**config.mk**
```make
export PLATFORM = sky130hd
export DESIGN_NAME = calc_job_scheduler
export DESIGN_NICKNAME = d
export VERILOG_FILES = /design/src/rtl/calc_sched_pkg.sv /design/src/rtl/rr_arbiter.sv /design/src/rtl/calc_job_scheduler.sv
export SDC_FILE = /design/constraint.sdc
export NUM_CORES = 1
export LEC_CHECK = 0
export ABC_CLOCK_PERIOD_IN_PS = 5700
export CAP_MARGIN = 20
export CORE_AREA = 2 2 168 170
export CTS_CLUSTER_SIZE = 40
export DETAILED_ROUTE_END_ITERATION = 8
export DIE_AREA = 0 0 170 172
export GPL_ROUTABILITY_DRIVEN = 1
export PLACE_DENSITY = 0.61
export SYNTH_ARGS = -nofsm -noshare
export SYNTH_HDL_FRONTEND = slang
export SYNTH_SLANG_ARGS = --single-unit
```
**constraint.sdc**
```tcl
create_clock -name clk -period 5.7 [get_ports clk]
set_input_delay 1.14 -clock clk [delete_from_list [all_inputs] [get_ports clk]]
set_output_delay 1.14 -clock clk [all_outputs]
set_load 0.01 [all_outputs]
```
**src/rtl/calc_sched_pkg.sv**
```systemverilog
// Shared definitions for the calculator job scheduler.
// Holds the FSM state encoding, the default idle code of the core's
// one-hot state_out, datapath widths and the latched job payload type.
package calc_sched_pkg;

    localparam int unsigned MODE_W  = 3;
    localparam int unsigned CALC_W  = 32;
    localparam int unsigned STATE_W = 9;

    localparam logic [1:0] S_IDLE   = 2'd0;
    localparam logic [1:0] S_LAUNCH = 2'd1;
    localparam logic [1:0] S_RUN    = 2'd2;
    localparam logic [1:0] S_RESP   = 2'd3;

    localparam logic [STATE_W-1:0] DEF_IDLE_STATE = 9'h001;

    // Operands of the job currently (or most recently) handed to the core.
    typedef struct packed {
        logic [MODE_W-1:0] mode;
        logic [CALC_W-1:0] x;
        logic [CALC_W-1:0] n;
    } calc_job_t;

endpackage

```
**src/rtl/rr_arbiter.sv**
```systemverilog
// Round-robin grant selection over NREQ request lines.
// Ports:
//   req_i    - pending request per line
//   ptr_i    - highest-priority line this round
//   gnt_c_o  - one-hot grant (combinational)
//   idx_c_o  - index of the granted line (combinational)
//   any_c_o  - at least one request pending (combinational)
module rr_arbiter #(
    parameter int unsigned NREQ = 4,
    parameter int unsigned IW   = 2
) (
    input  logic [NREQ-1:0] req_i,
    input  logic [IW-1:0]   ptr_i,
    output logic [NREQ-1:0] gnt_c_o,
    output logic [IW-1:0]   idx_c_o,
    output logic            any_c_o
);

    logic [IW:0] pos_c;

    // Scan from ptr_i upward with wrap; first pending line wins.
    always_comb begin
        gnt_c_o = '0;
        idx_c_o = '0;
        any_c_o = 1'b0;
        pos_c   = '0;
        for (int unsigned k = 0; k < NREQ; k++) begin
            pos_c = (IW+1)'(ptr_i) + (IW+1)'(k);
            if (pos_c >= (IW+1)'(NREQ)) begin
                pos_c = pos_c - (IW+1)'(NREQ);
            end
            if (!any_c_o && req_i[pos_c[IW-1:0]]) begin
                any_c_o = 1'b1;
                idx_c_o = pos_c[IW-1:0];
            end
        end
        gnt_c_o[idx_c_o] = any_c_o;
    end

endmodule

```
**src/rtl/calc_job_scheduler.sv**
```systemverilog
// Shares one calculator core between NREQ requesters.
// Ports:
//   clk, reset            - clock (rising edge), async active-high reset
//   req_valid/req_ready   - job request / one-cycle accept pulse per requester
//   req_mode/req_x/req_n  - per-requester job operands (flattened slices)
//   rsp_valid/rsp_ready   - one-hot result valid to the owner / owner accept
//   rsp_data/rsp_err      - shared result bus, err = launch or run timeout
//   calc_start/mode/input/n - core launch and operands
//   calc_state/calc_acc   - core one-hot state and accumulator
//   busy                  - scheduler not idle
module calc_job_scheduler
    import calc_sched_pkg::*;
#(
    parameter int unsigned         NREQ       = 4,
    parameter logic [STATE_W-1:0]  IDLE_STATE = DEF_IDLE_STATE,
    parameter int unsigned         LAUNCH_MAX = 8,
    parameter int unsigned         TIMEOUT    = 4095,
    parameter int unsigned         TW         = 12
) (
    input  logic                     clk,
    input  logic                     reset,
    input  logic [NREQ-1:0]          req_valid,
    output logic [NREQ-1:0]          req_ready,
    input  logic [MODE_W*NREQ-1:0]   req_mode,
    input  logic [CALC_W*NREQ-1:0]   req_x,
    input  logic [CALC_W*NREQ-1:0]   req_n,
    output logic [NREQ-1:0]          rsp_valid,
    input  logic [NREQ-1:0]          rsp_ready,
    output logic [CALC_W-1:0]        rsp_data,
    output logic                     rsp_err,
    output logic                     calc_start,
    output logic [MODE_W-1:0]        calc_mode,
    output logic [CALC_W-1:0]        calc_input,
    output logic [CALC_W-1:0]        calc_n,
    input  logic [STATE_W-1:0]       calc_state,
    input  logic [CALC_W-1:0]        calc_acc,
    output logic                     busy
);

    localparam int unsigned IW = (NREQ > 1) ? $clog2(NREQ) : 1;

    logic [1:0]        state_q,      state_d;
    logic [TW-1:0]     cnt_q,        cnt_d;
    logic [IW-1:0]     rr_ptr_q,     rr_ptr_d;
    logic [IW-1:0]     owner_q,      owner_d;
    logic [NREQ-1:0]   req_ready_q,  req_ready_d;
    logic [NREQ-1:0]   rsp_valid_q,  rsp_valid_d;
    logic [CALC_W-1:0] rsp_data_q,   rsp_data_d;
    logic              rsp_err_q,    rsp_err_d;
    logic              calc_start_q, calc_start_d;
    calc_job_t         job_q,        job_d;
    logic              busy_q,       busy_d;

    logic [NREQ-1:0]   gnt_c;
    logic [IW-1:0]     gnt_idx_c;
    logic              any_c;
    logic              core_idle_c;
    logic [NREQ-1:0]   owner_oh_c;

    rr_arbiter #(
        .NREQ (NREQ),
        .IW   (IW)
    ) u_arb (
        .req_i   (req_valid),
        .ptr_i   (rr_ptr_q),
        .gnt_c_o (gnt_c),
        .idx_c_o (gnt_idx_c),
        .any_c_o (any_c)
    );

    assign core_idle_c = (calc_state == IDLE_STATE);

    always_comb begin
        owner_oh_c          = '0;
        owner_oh_c[owner_q] = 1'b1;
    end

    // State and output registers.
    always_ff @(posedge clk or posedge reset) begin
        if (reset) begin
            state_q      <= S_IDLE;
            cnt_q        <= '0;
            rr_ptr_q     <= '0;
            owner_q      <= '0;
            req_ready_q  <= '0;
            rsp_valid_q  <= '0;
            rsp_data_q   <= '0;
            rsp_err_q    <= 1'b0;
            calc_start_q <= 1'b0;
            job_q        <= '0;
            busy_q       <= 1'b0;
        end else begin
            state_q      <= state_d;
            cnt_q        <= cnt_d;
            rr_ptr_q     <= rr_ptr_d;
            owner_q      <= owner_d;
            req_ready_q  <= req_ready_d;
            rsp_valid_q  <= rsp_valid_d;
            rsp_data_q   <= rsp_data_d;
            rsp_err_q    <= rsp_err_d;
            calc_start_q <= calc_start_d;
            job_q        <= job_d;
            busy_q       <= busy_d;
        end
    end

    // Next-state and next-output logic.
    always_comb begin
        state_d      = state_q;
        cnt_d        = cnt_q;
        rr_ptr_d     = rr_ptr_q;
        owner_d      = owner_q;
        req_ready_d  = '0;
        rsp_valid_d  = rsp_valid_q;
        rsp_data_d   = rsp_data_q;
        rsp_err_d    = rsp_err_q;
        calc_start_d = calc_start_q;
        job_d        = job_q;

        case (state_q)
            S_IDLE: begin
                // A core still busy from an abandoned job blocks new grants.
                if (any_c && core_idle_c) begin
                    req_ready_d  = gnt_c;
                    owner_d      = gnt_idx_c;
                    job_d.mode   = req_mode[gnt_idx_c*MODE_W +: MODE_W];
                    job_d.x      = req_x[gnt_idx_c*CALC_W +: CALC_W];
                    job_d.n      = req_n[gnt_idx_c*CALC_W +: CALC_W];
                    calc_start_d = 1'b1;
                    cnt_d        = '0;
                    state_d      = S_LAUNCH;
                end
            end
            S_LAUNCH: begin
                if (!core_idle_c) begin
                    calc_start_d = 1'b0;
                    cnt_d        = '0;
                    state_d      = S_RUN;
                end else if (cnt_q == TW'(LAUNCH_MAX - 1)) begin
                    calc_start_d = 1'b0;
                    rsp_err_d    = 1'b1;
                    rsp_data_d   = '0;
                    rsp_valid_d  = owner_oh_c;
                    state_d      = S_RESP;
                end else begin
                    cnt_d = cnt_q + 1'b1;
                end
            end
            S_RUN: begin
                // Completion is tested first so it wins over a same-cycle timeout.
                if (core_idle_c) begin
                    rsp_err_d   = 1'b0;
                    rsp_data_d  = calc_acc;
                    rsp_valid_d = owner_oh_c;
                    state_d     = S_RESP;
                end else if (cnt_q == TW'(TIMEOUT)) begin
                    rsp_err_d   = 1'b1;
                    rsp_data_d  = '0;
                    rsp_valid_d = owner_oh_c;
                    state_d     = S_RESP;
                end else begin
                    cnt_d = cnt_q + 1'b1;
                end
            end
            S_RESP: begin
                // rsp_valid_q is one-hot on the owner, masking out other ready bits.
                if (|(rsp_ready & rsp_valid_q)) begin
                    rsp_valid_d = '0;
                    rr_ptr_d    = (owner_q == IW'(NREQ - 1)) ? '0 : owner_q + 1'b1;
                    state_d     = S_IDLE;
                end
            end
            default: begin
                state_d = S_IDLE;
            end
        endcase

        busy_d = (state_d != S_IDLE);
    end

    assign req_ready  = req_ready_q;
    assign rsp_valid  = rsp_valid_q;
    assign rsp_data   = rsp_data_q;
    assign rsp_err    = rsp_err_q;
    assign calc_start = calc_start_q;
    assign calc_mode  = job_q.mode;
    assign calc_input = job_q.x;
    assign calc_n     = job_q.n;
    assign busy       = busy_q;

endmodule

```
**Word level (Yosys, flattened, before mapping)**

Index checks and enable logic that the tools add are counted.

- Bits in registers: 128
- Input bits: 319
- Logic and storage cells: 138

- $add $sub $neg: 9
- Multipliers: 1
- Magnitude comparators: 12
- Eq/ne operators: 16
- Shift operators: 3
- Multiplexer cells: 60
- Bitwise operators: 2
- Reduce and logical (&&, ||, !) cells: 22

Operators by type and width:

| kind | number |
|---|---|
| indexed part select 128 x 8 -> 32 bit | 2 |
| 2-to-1 mux 32 bit | 4 |
| case mux 32 bit (2 select lines) | 1 |
| 2-to-1 mux 12 bit | 5 |
| case mux 12 bit (3 select lines) | 1 |
| 2-to-1 mux 2 bit | 15 |
| 2-to-1 mux 4 bit | 7 |
| less-than comparator 2 x 3 -> 1 bit, second input constant | 6 |
| 2-to-1 mux 1 bit | 17 |
| adder 12 x 1 -> 12 bit, second input constant | 1 |
| equality test 12 bit, second input constant | 1 |
| equality test 12 x 3 -> 1 bit, second input constant | 1 |
| != test 2 bit, second input constant | 6 |
| case mux 4 bit (3 select lines) | 1 |
| indexed part select 12 x 5 -> 3 bit | 1 |
| AND reduction 5 bit | 2 |
| equality test 9 x 1 -> 1 bit, second input constant | 1 |
| greater-or-equal comparator 3 bit, second input constant | 3 |
| != test 3 bit, second input constant | 3 |
| AND 4 bit | 2 |
| binary-select mux 1 bit (select 2 bit) | 4 |
| case mux 2 bit (4 select lines) | 1 |
| subtractor 2 x 1 -> 2 bit, second input constant | 4 |
| adder 2 x 2 -> 3 bit, second input constant | 2 |
| 18 further kinds | 34 |

**Depth between registers and ports, before layout**

Gate-level depths: netlist of the first run.

- Depth after elaboration: 21
- Mapped depth: 9
- Mapped depth without buffers: 7

**Hierarchy**

A second synthesis of the first run with hierarchy kept.

- Cells, all modules: 647
- Area total of the unflattened synthesis: 7114.3 um2

Modules (own cells, without submodules):

| module | times used | cells each | area each (um2) | sequential area each (um2) |
|---|---|---|---|---|
| calc_job_scheduler | 1 | 614 | 6902.9 | 3203.1 |
| rr_arbiter | 1 | 33 | 211.5 | 0.0 |

**Worst setup path after synthesis of the first run**

No wires, ideal clock.

- Kind: in2reg
- Start point: input calc_state[2]
- End point: register cnt_q[5]
- Data arrival time: 2649 ps
- Data required time: 5596 ps
- Slack: 2948 ps
- Stages on the path: 8
- Buffers on the path: 2
- Cell sequence: nor4_4 > and3_1 > buf_6 > o41a_4 > o221ai_2 > or2_1 > buf_6 > o41ai_2

- Longest elaborated chain between the ends: 4
- Elaborated cells on any way between the ends: 8
- Classes of those cells: eq/ne (4); mux (2); reduce/logical (2)

RTL lines:

| item | line | source |
|---|---|---|
| from (decl) | calc_job_scheduler.sv:35 | `input logic [STATE_W-1:0] calc_state,` |
| equality test 9 x 1 -> 1 bit * | calc_job_scheduler.sv:71 | `assign core_idle_c = (calc_state == IDLE_STATE);` |
| logical AND 1 bit | calc_job_scheduler.sv:123 | `if (any_c && core_idle_c) begin` |
| != test 2 bit (no source line) | n/a |  |
| AND reduction 5 bit (no source line) | n/a |  |
| to (signal assigned) | calc_job_scheduler.sv:94 | `cnt_q <= cnt_d;` |
| to (decl) | calc_job_scheduler.sv:43 | `logic [TW-1:0] cnt_q, cnt_d;` |

Every way passes the cells marked *; elsewhere a longest branch is shown, timed or not.
A chain may end at the register's enable or synchronous reset.

**Worst setup path in the final report of the first run**

- Start point: input calc_state[0]
- End point: register job_q, in the netlist calc_input[1]

- Longest elaborated chain between the ends: 3

RTL lines:

| item | line | source |
|---|---|---|
| equality test 9 x 1 -> 1 bit | calc_job_scheduler.sv:71 |  |
| logical AND 1 bit | calc_job_scheduler.sv:123 |  |
| AND reduction 2 bit (no source line) | n/a |  |
| to (signal assigned) | calc_job_scheduler.sv:102 | `job_q <= job_d;` |
| to (decl) | calc_job_scheduler.sv:51 | `calc_job_t job_q, job_d;` |

Every way passes these cells.

==> results by stage, run 1 <==
Outcome:
- The flow ran to the end, and the final reports show no timing, DRC or antenna violations.

Floorplan:
- For this design the top-level I/O count stands at 429.
- The die extent in x is 170 µm.
- The initialized floorplan defines 61 standard-cell rows.
- The height of the chip is 172 µm.
- The placeable core region is 27,500 µm².
- Once the floorplan was initialized, standard cells occupied 26.9% of the core.
- The die covers 29,200 µm².

Logic synthesis:
- The post-synthesis cell area is 7380 µm².
- For this run, the number of Yosys warnings is 0.
- After synthesis, the netlist uses 44 different library cells.
- In this run, synthesis produced a sequential element count of 128.
- The share of the Yosys chip area taken by registers is 43.4%.
- The post-synthesis instance total is 917.
- Among all flip-flop cells after synthesis, the most frequent one is dfrtp_1.
- The number of nets in the synthesized netlist is 1,247.
- Of all flip-flops after synthesis, the portion carrying an async set or reset was 100%.
- In this run the mean area of a mapped cell was 8.05 µm².
- Yosys mapped a number of flops with a built-in enable equal to 0.

Timing:
- The number of hold-slack violations in the final timing report is 0.
- The tightest slew margin relative to the limit is 40.6%.
- The number of setup violations in the final report is 0.
- Static timing analysis puts the maximum clock frequency at 0.291 GHz.
- The worst path meets setup with 2260 ps of slack.
- The routed design could run at a clock period as short as 3440 ps.
- Setup repair after global routing left no endpoint under its margin.
- After routing, the total negative slack on setup checks comes to 0 ps.
- For the pin with the worst max-slew slack, the measured transition is 891 ps.
- The share of the clock period used by the worst path is 60.4%.
- The final worst clock skew is 11.0 ps.
- The count of final max-slew check failures is 0.

Power:
- Cell internal power was estimated by the tool at 0.00201 W.
- IR analysis of the VDD net gives a maximum drop of 185 µV.
- The power density over the cells is 215 nW/µm².
- The relative contribution of the clock network to total power is 44.0%.
- For this design the static power due to leakage is 5.70 nW.
- The analysis attributes to net switching a power of 0.000697 W.
- Of the total power, the share spent switching nets is 25.8%.
- Of the total power, registers draw 35.6%.
- The part of the power in combinational logic is 20.4%.

Clock tree:
- The clock transition at the register clock pins on the worst setup and hold paths after CTS is 60 ps.
- The post-CTS setup repair buffer count is 0.
- The H-tree was split into 4 levels.
- The count of clock tree sinks is 128.
- The number of buffers between clock root and the deepest sink is 2.
- TritonCTS created 17 clock buffers.
- The clock latency of the later-clocked register in the worst-skew pair is 410 ps.
- TritonCTS built the clock tree.
- The number of cells upsized or downsized after cts is 0.
- The root buffer selected by CTS is clkbuf_16.
- Buffers inserted to repair hold after CTS numbered 0.

Detailed routing:
- For this block, the initial DRC count from the detailed router was 471.
- The count of nets left with antenna violations after detail routing is 0.
- The routed design has 29.9 mm of wire.
- For this run, design rule violations remaining after detail routing come to 0.
- The number of vias in the routed layout is 8,010.
- The per-cell routed wire length is 18.0 µm.
- Using the TritonRoute via totals, the vias-per-cell ratio works out to 4.81.
- The detailed-routing iteration count for the pre-antenna-repair pass is 5.

Critical path:
- The type of the worst setup path is in -> reg.
- The kind of end point of the critical path is a flop.
- At the worst endpoint, the required time is 6010 ps.
- The number of cells on the worst reg-to-reg path is 7.
- The stage delay of the slowest cell on the critical path is 440 ps.
- The startpoint kind of the worst setup timing path is an input pin.
- Across all register-to-register paths, the minimum setup slack is 3050 ps.
- Among all stages on the critical path, the largest delay is contributed by clkdlybuf4s50_1.
- Counting buffers and inverters, the worst setup path is 8 cells deep.
- The biggest fanout along the worst timing path is 80.
- The critical path buffer and inverter count is 3.
- The family with the most delay on the worst path is buffers and inverters.
- The data arrival time at the worst-slack endpoint is 3750 ps.
- Traced cell by cell, the critical path runs through clkdlybuf4s50_1 > nor3b_1 > and3_1 > o41a_4 > nand2_4 > buf_16 > buf_4 > o31ai_1.

GRT:
- The total overflow left after global routing is 0.
- The total global-route track usage is 19.6%.
- Entering global routing, the biggest net connects 105 pins.
- The first global-routing pass estimated 44.0 mm of wire.
- The number of global-route vias before repair came to 7,676.
- The initial antenna violation count came to 3.

Place:
- The worst setup slack before clock tree synthesis is 1500 ps.
- The number of port buffers is 428.
- Routability-driven placement finished with a final weighted congestion of 0.818.
- Summed over all nets, the half-perimeter wirelength after detailed placement is 22.2 mm.

Min path:
- Counting instances, the worst hold path has a depth of 2.
- The worst hold path belongs to the class reg -> reg.

Finish:
- At the end of the flow, the number of nets in the layout was 1,633.
- The layout has 2,684 filler cells.
- Relative to the synthesized area, the layout overhead comes to 70.7%.
- The fraction of layout instances using a drive strength above 1 is 4.49%.

Run:
- Max-cap violations in this run came to 0.
worst paths after layout:
check                         startpoint        endpoint
setup / recovery           calc_state[0]   calc_input[1]
hold / removal                calc_n[28]      calc_n[28]
setup reg to reg             rr_ptr_q[1]  calc_input[24]
hold reg to reg               calc_n[28]      calc_n[28]
max in group asynchronous          reset  calc_input[23]
min in group asynchronous          reset    req_ready[2]
state kept, by name, summed over array words and instances (netlist names), 3 cells and up:
| register | cells |
|---|---|
| calc_input | 32 |
| calc_mode | 3 |
| calc_n | 32 |
| cnt_q | 12 |
| req_ready | 4 |
| rsp_data | 32 |
| rsp_valid | 4 |
worst register-to-register path, stage by stage (launching register included):
cell,delay (ps)
dfrtp_1,480
a21oi_1,190
o21a_1,200
o22a_4,690
buf_4,430
nand2_1,90
and3_1,190
o31ai_1,270
cell type report:
type	instances	area, µm²	share of cell area (%)
multi-input combinational	707	3870	30.7
antenna	3	7.51	0.0596
inverter	10	42.5	0.338
timing repair buffer	439	4410	35.0
sequential	128	3200	25.4
tap	346	433	3.44
clock inverter	14	205	1.63
clock buffer	17	425	3.38
cells in the mapped netlist (all sizes together) (5+ instances only):
cell / count / share of area [%]
nand3: 6 / 0.41
nor2: 12 / 0.61
o31ai: 72 / 7.3
clkbuf: 48 / 2.4
ha: 11 / 1.9
nand2: 351 / 18
o21ai: 21 / 1.4
nand2b: 5 / 0.42
a21oi: 6 / 0.41
a22o: 38 / 4.5
inv: 10 / 0.51
buf: 24 / 1.8
and3: 138 / 12
nor3: 10 / 0.75
dfrtp: 128 / 43
stage by stage:
step                      total power (W)  utilization, %  hold WS [ps]  area [µm²]  cells
final                             0.00270            45.9           473       12600   1664
after global routing              0.00284            45.8           494       12600   1662
after CTS                         0.00274            45.7           477       12600   1660
after detailed placement          0.00154            43.4           465       11900   1629
after global placement            0.00153            43.4           458       11900   1629
after floorplan                   0.00118               -           471        7380    917
metal layers:
metal	vias up	part of all wire [%]	GRT usage, %
li1	3944	-	-
met1	3758	43	24.9
met2	289	48	33.2
met3	17	7.4	5.26
met4	2	1.1	4.98
met5	-	0.037	0
layout by cell type (no fill, tap or decap), types with 3 or more instances in the layout:
cell type	synthesis	routed
clkbuf_16	0	17
bufinv_16	0	4
inv_6	0	4
nor2_1	12	12
and3_1	138	138
nand2b_1	5	5
clkinv_4	0	4
clkdlybuf4s50_1	0	428
o31ai_1	72	72
inv_1	10	9
nor3_1	9	8
a31oi_1	3	3
nand2_1	351	350
nand3_1	6	6
dfrtp_1	128	128
diode_2	0	3
ha_1	11	11
a21oi_1	6	5
o21ai_0	21	21
buf_4	0	8
a22o_1	38	38
cell families after synthesis:
kind of cell / count (synthesis) / synth area share, %
multiplexers: 2 / 0.288
AND/OR/NAND/NOR: 537 / 33.3
AO/OA/AOI/OAI: 157 / 16.4
adder cells (fa/ha/maj): 11 / 1.86
flip-flops: 128 / 43.4
buffers and inverters: 82 / 4.75
power by group through the flow:
stage	clock (W)	sequential [W]	combinational (W)
after floorplan	0	0.000989	0.000187
after global placement	0	0.000979	0.000556
after detailed placement	0	0.000979	0.000558
after CTS	0.00122	0.000963	0.000560
after global routing	0.00127	0.000967	0.000601
final	0.00119	0.000964	0.000551
Note: power is estimated with default switching activity, not from simulation.
==> run 2, diff against run 1 <==
- ABC_CLOCK_PERIOD_IN_PS: 5700 -> 3300
- clock period: 5.7 -> 3.3 ns (I/O delays scaled with it)
==> run 2 against run 1 <==
Effect of this change:
- worst hold slack improved by 0.96 ps
- setup slack got worse by 1600 ps
- combinational power rose by 73%
- die area did not move
- first-iteration DRC count fell by 9.1%
- clock skew rose by 2.6 ps
- global-route usage fell by 0.55 points
- via count fell by 0.46%
- flip-flop and latch count did not move
- sequential share of layout area rose by 0.061 points
- non-clock buffer count rose by 4
- register-to-register slack got worse by 2100 ps
- critical endpoint is now rsp_data[3]
- largest power group unchanged
==> results by stage, run 2 (synthesized netlist as in run 1, its figures left out) <==
GRT:
- The global route total overflow came to 0 (unchanged).
- The global-route wire length before repair is 43.3 mm (was 44.0 mm).
- The largest net degree at the start of global routing came to 129 (was 105).
- The initial antenna violation count is 0 (was 3).
- The number of global-route vias before repair is 7,596 (was 7,676).
- The total global-route track usage was 19.1% (was 19.6%).

Critical path:
- The stage delay of the slowest cell on the critical path was 440 ps (about the same).
- The cell with the most instances on the worst path is a22o_1.
- The startpoint kind of the worst setup timing path is an input pin (unchanged).
- The data required time at the worst endpoint came to 3600 ps (was 6010 ps).
- The data arrival time at the worst-slack endpoint is 2950 ps (was 3750 ps).
- Critical path, cell by cell: clkdlybuf4s50_1 > nor3b_1 > and3_1 > a41oi_2 > a22o_1 > o21bai_2 > buf_4 > a22o_1 (was clkdlybuf4s50_1 > nor3b_1 > and3_1 > o41a_4 > nand2_4 > buf_16 > buf_4 > o31ai_1).
- The kind of end point of the critical path is a flop (unchanged).
- The standard cell with the maximum stage delay on the critical path is clkdlybuf4s50_1 (unchanged).
- The biggest fanout along the worst timing path is 33 (was 80).
- The type of the worst setup path is in -> reg (unchanged).

Power:
- The power density over the cells is 346 nW/µm² (was 215 nW/µm²).
- The part of the power in combinational logic came to 21.9% (was 20.4%).
- The relative contribution of the clock network to total power is 39.9% (was 44.0%).
- The internal portion of total power came to 0.00317 W (was 0.00201 W).
- The highest ir drop seen on vdd is 314 µV (was 185 µV).
- The sequential cell fraction of total power is 38.2% (was 35.6%).
- The net switching power figure is 0.00119 W (was 0.000697 W).
- The fraction of power spent switching nets came to 27.2% (was 25.8%).
- The cell leakage power was 5.68 nW (was 5.70 nW).

Floorplan:
- The height of the chip is 172 µm (unchanged).
- The placeable core region is 27,500 µm² (unchanged).
- The effective utilization at floorplan is 26.9% (unchanged).
- The die extent in x was 170 µm (unchanged).
- The die footprint is 29,200 µm² (unchanged).
- The number of top-level design ports is 429 (unchanged).
- The number of standard-cell rows in the floorplan is 61 (unchanged).

Clock tree:
- The number of H-tree levels came to 4 (unchanged).
- The root buffer selected by CTS is clkbuf_16 (unchanged).
- The number of buffers between clock root and the deepest sink is 2 (unchanged).
- The post-CTS setup repair buffer count is 0 (unchanged).
- The hold buffer count at CTS came to 0 (unchanged).
- The number of buffers created by CTS was 17 (unchanged).
- The TritonCTS clock tree is yes (unchanged).
- The clock transition at the register clock pins on the worst setup and hold paths after CTS came to 60 ps (about the same).
- The count of clock tree sinks is 128 (unchanged).
- The number of cells upsized or downsized after cts is 0 (unchanged).
- The clock latency of the later-clocked register in the worst-skew pair is 410 ps (about the same).

Detailed routing:
- The per-cell routed wire length came to 17.3 µm (was 18.0 µm).
- The total wire length is 28.9 mm (was 29.9 mm).
- The residual DRC count is 0 (unchanged).
- The violation count after the first detailed-routing iteration came to 428 (was 471).
- The count of nets left with antenna violations after detail routing is 0 (unchanged).
- The detailed-routing iteration count for the pre-antenna-repair pass is 4 (was 5).
- The post-detailed-route via-to-cell ratio was 4.78 (was 4.81).
- The number of vias in the routed layout came to 7,973 (was 8,010).

Timing:
- The time the final worst path needs with I/O delays and setup is 2650 ps.
- The slew at the pin closest to its max-slew limit came to 740 ps (was 891 ps).
- The count of final max-slew check failures is 0 (unchanged).
- The final worst clock skew came to 13.5 ps (was 11.0 ps).
- The number of hold-slack violations in the final timing report is 0 (unchanged).
- The number of setup violations in the final report is 0 (unchanged).
- The post-route setup TNS is 0 ps (unchanged).
- The highest achievable clock rate is 0.378 GHz.
- The post-layout worst setup margin is 651 ps (was 2260 ps).
- Setup repair after global routing missed its margin: no (unchanged).
- The worst path uses 80.3% of the clock period.
- The tightest slew margin relative to the limit was 50.7% (was 40.6%).

Place:
- The final estimated routing congestion in global placement is 0.816 (was 0.818).
- The number of port buffers is 428 (unchanged).
- The estimated wirelength of the detail-placed design is 21.0 mm (was 22.2 mm).
- The worst setup slack before clock tree synthesis is 275 ps (was 1500 ps).

Finish:
- The layout-stage area growth over the synthesis result is 70.3% (was 70.7%).
- The most common library cell in the layout ignoring fill and taps is clkdlybuf4s50_1 (unchanged).
- The fraction of layout instances using a drive strength above 1 is 4.85% (was 4.49%).
- The number of nets in the layout is 1,637 (was 1,633).
- Commonest cells after routing, fill and taps aside: clkdlybuf4s50_1 (428), nand2_1 (350), and3_1 (138) (unchanged).

Outcome:
- Run status: complete, no violations (unchanged).

Run:
- The total of max-cap violations was 0 (unchanged).

Min path:
- The worst hold-check path type is reg -> reg (unchanged).
## run 2: layout make-up
type,count,area [µm²]
Antenna cell,1,2.50
Multi-Input combinational cell,707,3870
Clock inverter,15,109
Clock buffer,17,425
Sequential cell,128,3200
Tap cell,346,433
Fill cell,2702,14900
Timing Repair Buffer,443,4480
Inverter,10,41.3
## run 2: through the flow
step	hold WS [ps]	power, W	cells	utilization (%)	cell area [µm²]
after detailed placement	466	0.00265	1634	43.8	12000
after floorplan	471	0.00203	917	-	7380
after global routing	495	0.00459	1666	45.7	12600
after CTS	479	0.00444	1666	45.7	12600
after global placement	459	0.00265	1634	43.8	12000
final	474	0.00435	1667	45.7	12600
## run 2: power by group through the flow
stage	registers, W	clock network (W)	logic [W]
detailed placement	0.00169	0	0.000963
floorplan	0.00171	0	0.000323
CTS	0.00166	0.00181	0.000968
finish	0.00166	0.00174	0.000953
global route	0.00167	0.00188	0.00104
global placement	0.00169	0	0.000960
## run 2: final timing paths
path | start | end | slack [ps] | cells past startpoint
setup / recovery | calc_state[0] | rsp_data[3] | 650 | 8
hold / removal | calc_input[14] | calc_input[14] | 470 | 2
setup reg to reg | cnt_q[0] | rsp_data[3] | 910 | 8
hold reg to reg | calc_input[14] | calc_input[14] | 470 | 2
max in group asynchronous | reset | rsp_data[19] | 1940 | 3
min in group asynchronous | reset | calc_n[4] | 800 | 3
## run 2: routing by layer
layer	vias up	wire (µm)	global-route usage (%)
li1	3948	-	-
met1	3675	12500	24.4
met2	312	13500	31.2
met3	38	2340	5.86
met4	0	614	5.31
met5	-	0	0
## run 2: critical path: cells and delay by family
| family | cells | cell delay (ps) |
|---|---|---|
| buffers and inverters | 2 | 690 |
| and+or+nand+nor | 2 | 740 |
| AOI/OAI and AO/OA | 4 | 830 |
==> variant 1 (flow settings as in run 2) <==
Add an input register stage for `req_mode`; this delays it by one clock. The other inputs are not delayed to match.
--- a/src/rtl/calc_job_scheduler.sv
+++ b/src/rtl/calc_job_scheduler.sv
@@ -38,6 +38,12 @@
 );
 
     localparam int unsigned IW = (NREQ > 1) ? $clog2(NREQ) : 1;
+
+    logic [MODE_W*NREQ-1:0] req_mode_q;
+
+    always_ff @(posedge clk) begin
+        req_mode_q <= req_mode;
+    end
 
     logic [1:0]        state_q,      state_d;
     logic [TW-1:0]     cnt_q,        cnt_d;
@@ -123,7 +129,7 @@
                 if (any_c && core_idle_c) begin
                     req_ready_d  = gnt_c;
                     owner_d      = gnt_idx_c;
-                    job_d.mode   = req_mode[gnt_idx_c*MODE_W +: MODE_W];
+                    job_d.mode   = req_mode_q[gnt_idx_c*MODE_W +: MODE_W];
                     job_d.x      = req_x[gnt_idx_c*CALC_W +: CALC_W];
                     job_d.n      = req_n[gnt_idx_c*CALC_W +: CALC_W];
                     calc_start_d = 1'b1;
Formal check against the unedited RTL: not equivalent (Yosys sat finds a counterexample within 4 cycles, from zero or initial values and one cycle with reset high).
==> variant 1 against run 2 <==
  * Area after synthesis shrank 1.5%
  * Worst hold slack improved by 0.032 ns
  * Final area rose by 0.45%
  * Routed wire length shrank 1.7%
  * Setup slack better by 0.16 ns
  * Sequential cell count increased by 12
  * Clock skew shrank 0.0016 ns
  * Non-clock buffer count rose by 3
Power is not compared: it rests on default switching activity, and its combinational part moved more than twofold at a synthesized area within 25%.
==> variant 1: results (changes against run 2) <==
Parameter                              Value

Global routing
  Maximum number of pins on one net before global-route repair ... 74 (-43%)
  Vias in the first global route ... 7087 (-6.7%)
  Global routing usage on met1 ... 21.8% (-2.6 points)
  Global-route total usage across every layer ... 18.8% (-0.30 points)
  GR Util met2 ... 32.7% (+1.5 points)
  Number of antenna violations at the first check in global routing ... 5 (+5)
  Wire length of the first global-routing pass ... 41300 microns (-4.5%)

Timing
  Layout Skew ... 0.0119 ns (-0.00163 ns)
  Max-Slew Margin vs Limit ... 60.0% (+9.3 points)
  Minimum hold slack ... 0.506 ns (+0.0323 ns)
  Worst path setup slack after routing ... 0.809 ns (+0.158 ns)

Detailed routing
  1st-iter DRT viols ... 361 (-16%)
  Total length of routed met2 wires ... 14300 microns (+5.8%)
  Routed length on met3 ... 2460 microns (+5.1%)
  Post-DR wirelength/cell ... 19.9 microns (+15%)
  Via density per instance ... 4.93 (+3.2%)
  Met1 routed wirelength after detailed routing ... 11100 microns (-11%)
  Total detailed-routing wirelength ... 28400 microns (-1.7%)

Hold path
  Hold wc startpoint ... rsp_data[8]$_DFFE_PP0P_

Cells and area
  # nets final ... 1397 (-15%)
  Clock Network Area Fraction ... 4.66% (+0.41 points)
  Total of fill cells in the finished design ... 2655 (-1.7%)
  Count of antenna diodes in the layout ... 4 (+3)
  Inverter count of the layout excluding clock inverters ... 11 (+1)
  Fraction of layout cells with a size suffix above 1 ... 6.94% (+2.1 points)
  Non-clock buffering overhead ... 35.9% (+0.22 points)
  Non-clock buffer total of the final layout ... 446 (+0.68%)
  Comb_multi_in ... 451 (-36%)
  Proportion of cell area occupied by multi-input gates ... 28.3% (-2.5 points)
  Post-route cell area ... 12600 sq um (+0.45%)

Synth
  Main area contributors after synthesis ... sky130_fd_sc_hd__dfrtp_1 (44%), sky130_fd_sc_hd__mux2i_1 (19%), sky130_fd_sc_hd__a221oi_1 (8.1%)
  Ranking of synthesized cells by instance count ... sky130_fd_sc_hd__mux2i_1 (135), sky130_fd_sc_hd__dfrtp_1 (128), sky130_fd_sc_hd__nor2_1 (86)
  Share of synthesized area spent on multiplexers ... 19.4% (+19 points)
  Proportion of synthesized flip-flops having asynchronous set or reset ... 91.4% (-8.6 points)
  Adder-Cell Fraction of Synth Area ... 1.89% (+0.029 points)
  Total of flip-flops plus latches after synthesis ... 140 (+9.4%)
  Part of the Yosys area used for sequential elements ... 47.4% (+4.0 points)
  Synthesized area divided by synthesized cell count ... 11.2 sq um (+39%)
  Net count after synthesis ... 979 (-21%)

Critical path
  Data arrival at the endpoint of the critical path ... 2.77 ns (-0.18 ns)
  Reg-to-reg setup timing slack ... 1.05 ns (+0.14 ns)
  First element of the critical path ... calc_state[4]
  Peak fanout along the critical path ... 27 (-18%)
  CP delay by family, top ... simple AND/OR/NAND/NOR gates

Placed design
  Post-Place Cell Area ... 12000 sq um (about the same)
  Post-Place Worst Slack ... 0.356 ns (+0.0806 ns)

Run status
  Result of the run ... finished, final reports clean

Clock tree
  Maximum buffer depth of the clock tree ... 2 (unchanged)
[variant 1: changes by cell type after synthesis, sizes merged, moves of 12 or more]
cell and delta:
nor2 +75, mux2i +134, o31ai -56, clkbuf -33, o21ai -12, nand2 -344
and3 -134, dfxtp +12, a221oi +66
[variant 1: path summary, 6_finish.rpt]
path,end,cells past startpoint
hold reg to reg,rsp_data[8]$_DFFE_PP0P_,1
max in group asynchronous,calc_n[2]$_DFFE_PP0P_,3
min in group asynchronous,calc_mode[2]$_DFFE_PP0P_,3
setup / recovery,calc_n[24]$_DFFE_PP0P_,7
setup reg to reg,rsp_valid[0]$_DFFE_PP0P_,6
hold / removal,rsp_data[8]$_DFFE_PP0P_,1
[variant 1: cells by family after synthesis]
| family | Yosys count |
|---|---|
| AO/OA/AOI/OAI | 159 |
| adder cells (fa/ha/maj) | 11 |
| buffers and inverters | 58 |
| flip-flops | 140 |
| multiplexers | 140 |
| AND/OR/NAND/NOR | 141 |
==> variant 2 (settings of run 2) <==
Without the edit above. `NREQ` is set to 4 in 2 places; all go to 8.
--- a/src/rtl/rr_arbiter.sv
+++ b/src/rtl/rr_arbiter.sv
@@ -6,7 +6,7 @@
 //   idx_c_o  - index of the granted line (combinational)
 //   any_c_o  - at least one request pending (combinational)
 module rr_arbiter #(
-    parameter int unsigned NREQ = 4,
+    parameter int unsigned NREQ = 8,
     parameter int unsigned IW   = 2
 ) (
     input  logic [NREQ-1:0] req_i,
--- a/src/rtl/calc_job_scheduler.sv
+++ b/src/rtl/calc_job_scheduler.sv
@@ -11,7 +11,7 @@
 module calc_job_scheduler
     import calc_sched_pkg::*;
 #(
-    parameter int unsigned         NREQ       = 4,
+    parameter int unsigned         NREQ       = 8,
     parameter logic [STATE_W-1:0]  IDLE_STATE = DEF_IDLE_STATE,
     parameter int unsigned         LAUNCH_MAX = 8,
     parameter int unsigned         TIMEOUT    = 4095,
Interface: changed (7 resized); port bits go from 429 to 713. The function was not compared with the original's and may differ.
==> variant 2 against run 2 <==
  * The flow now stops in I/O pin placement
  * Area after synthesis up 130%
==> variant 2: results (changes against run 2) <==
Parameter                              Value

Run status
  Result of the run ... stopped before the end
  Failed at ... I/O pin placement
  First error ... [ERROR PPL-0024] Number of IO pins (713) exceeds maximum number of available positions (612). Increase the die perimeter from 684.00um to 969.68um.

Synth
  Yosys warnings ... 0 (unchanged)
  Leading register cell type out of synthesis ... sky130_fd_sc_hd__dfrtp_1
  Total of flip-flops plus latches after synthesis ... 138 (+7.8%)
  Proportion of synthesized flip-flops having asynchronous set or reset ... 100% (unchanged)
  Synthesized area divided by synthesized cell count ... 6.94 sq um (-14%)
  Part of the Yosys area used for sequential elements ... 20.7% (-23 points)
  Count of flip-flops with a built-in enable after synthesis ... 0 (unchanged)
  Count of different cell masters after synthesis ... 55 (+25%)
  Main area contributors after synthesis ... sky130_fd_sc_hd__dfrtp_1 (21%), sky130_fd_sc_hd__nor3_1 (17%), sky130_fd_sc_hd__a21oi_1 (7.0%)
  Number of instances in the synthesized netlist ... 2409 (+160%)
  Ranking of synthesized cells by instance count ... sky130_fd_sc_hd__nor3_1 (567), sky130_fd_sc_hd__clkbuf_1 (259), sky130_fd_sc_hd__a21oi_1 (234)
  Net count after synthesis ... 3014 (+140%)
[variant 2: cell count changes after synthesis, sizes merged, moves of 66 or more]
cell,delta
nor3,+558
nand2,-314
a21oi,+228
clkbuf,+211
nor2,+187
and3,-134
a211o,+132
o211ai,+112
o22a,+67
or4,+67
o22ai,+66
[variant 2: cell families after synthesis]
family,after synthesis,synth area share (%)
fa+ha+maj,10,0.749
xor+xnor,2,0.105
flops,138,20.7
mux,37,3.49
buf+inv,323,7.45
simple gates,1006,30.3
compound gates,893,37.2
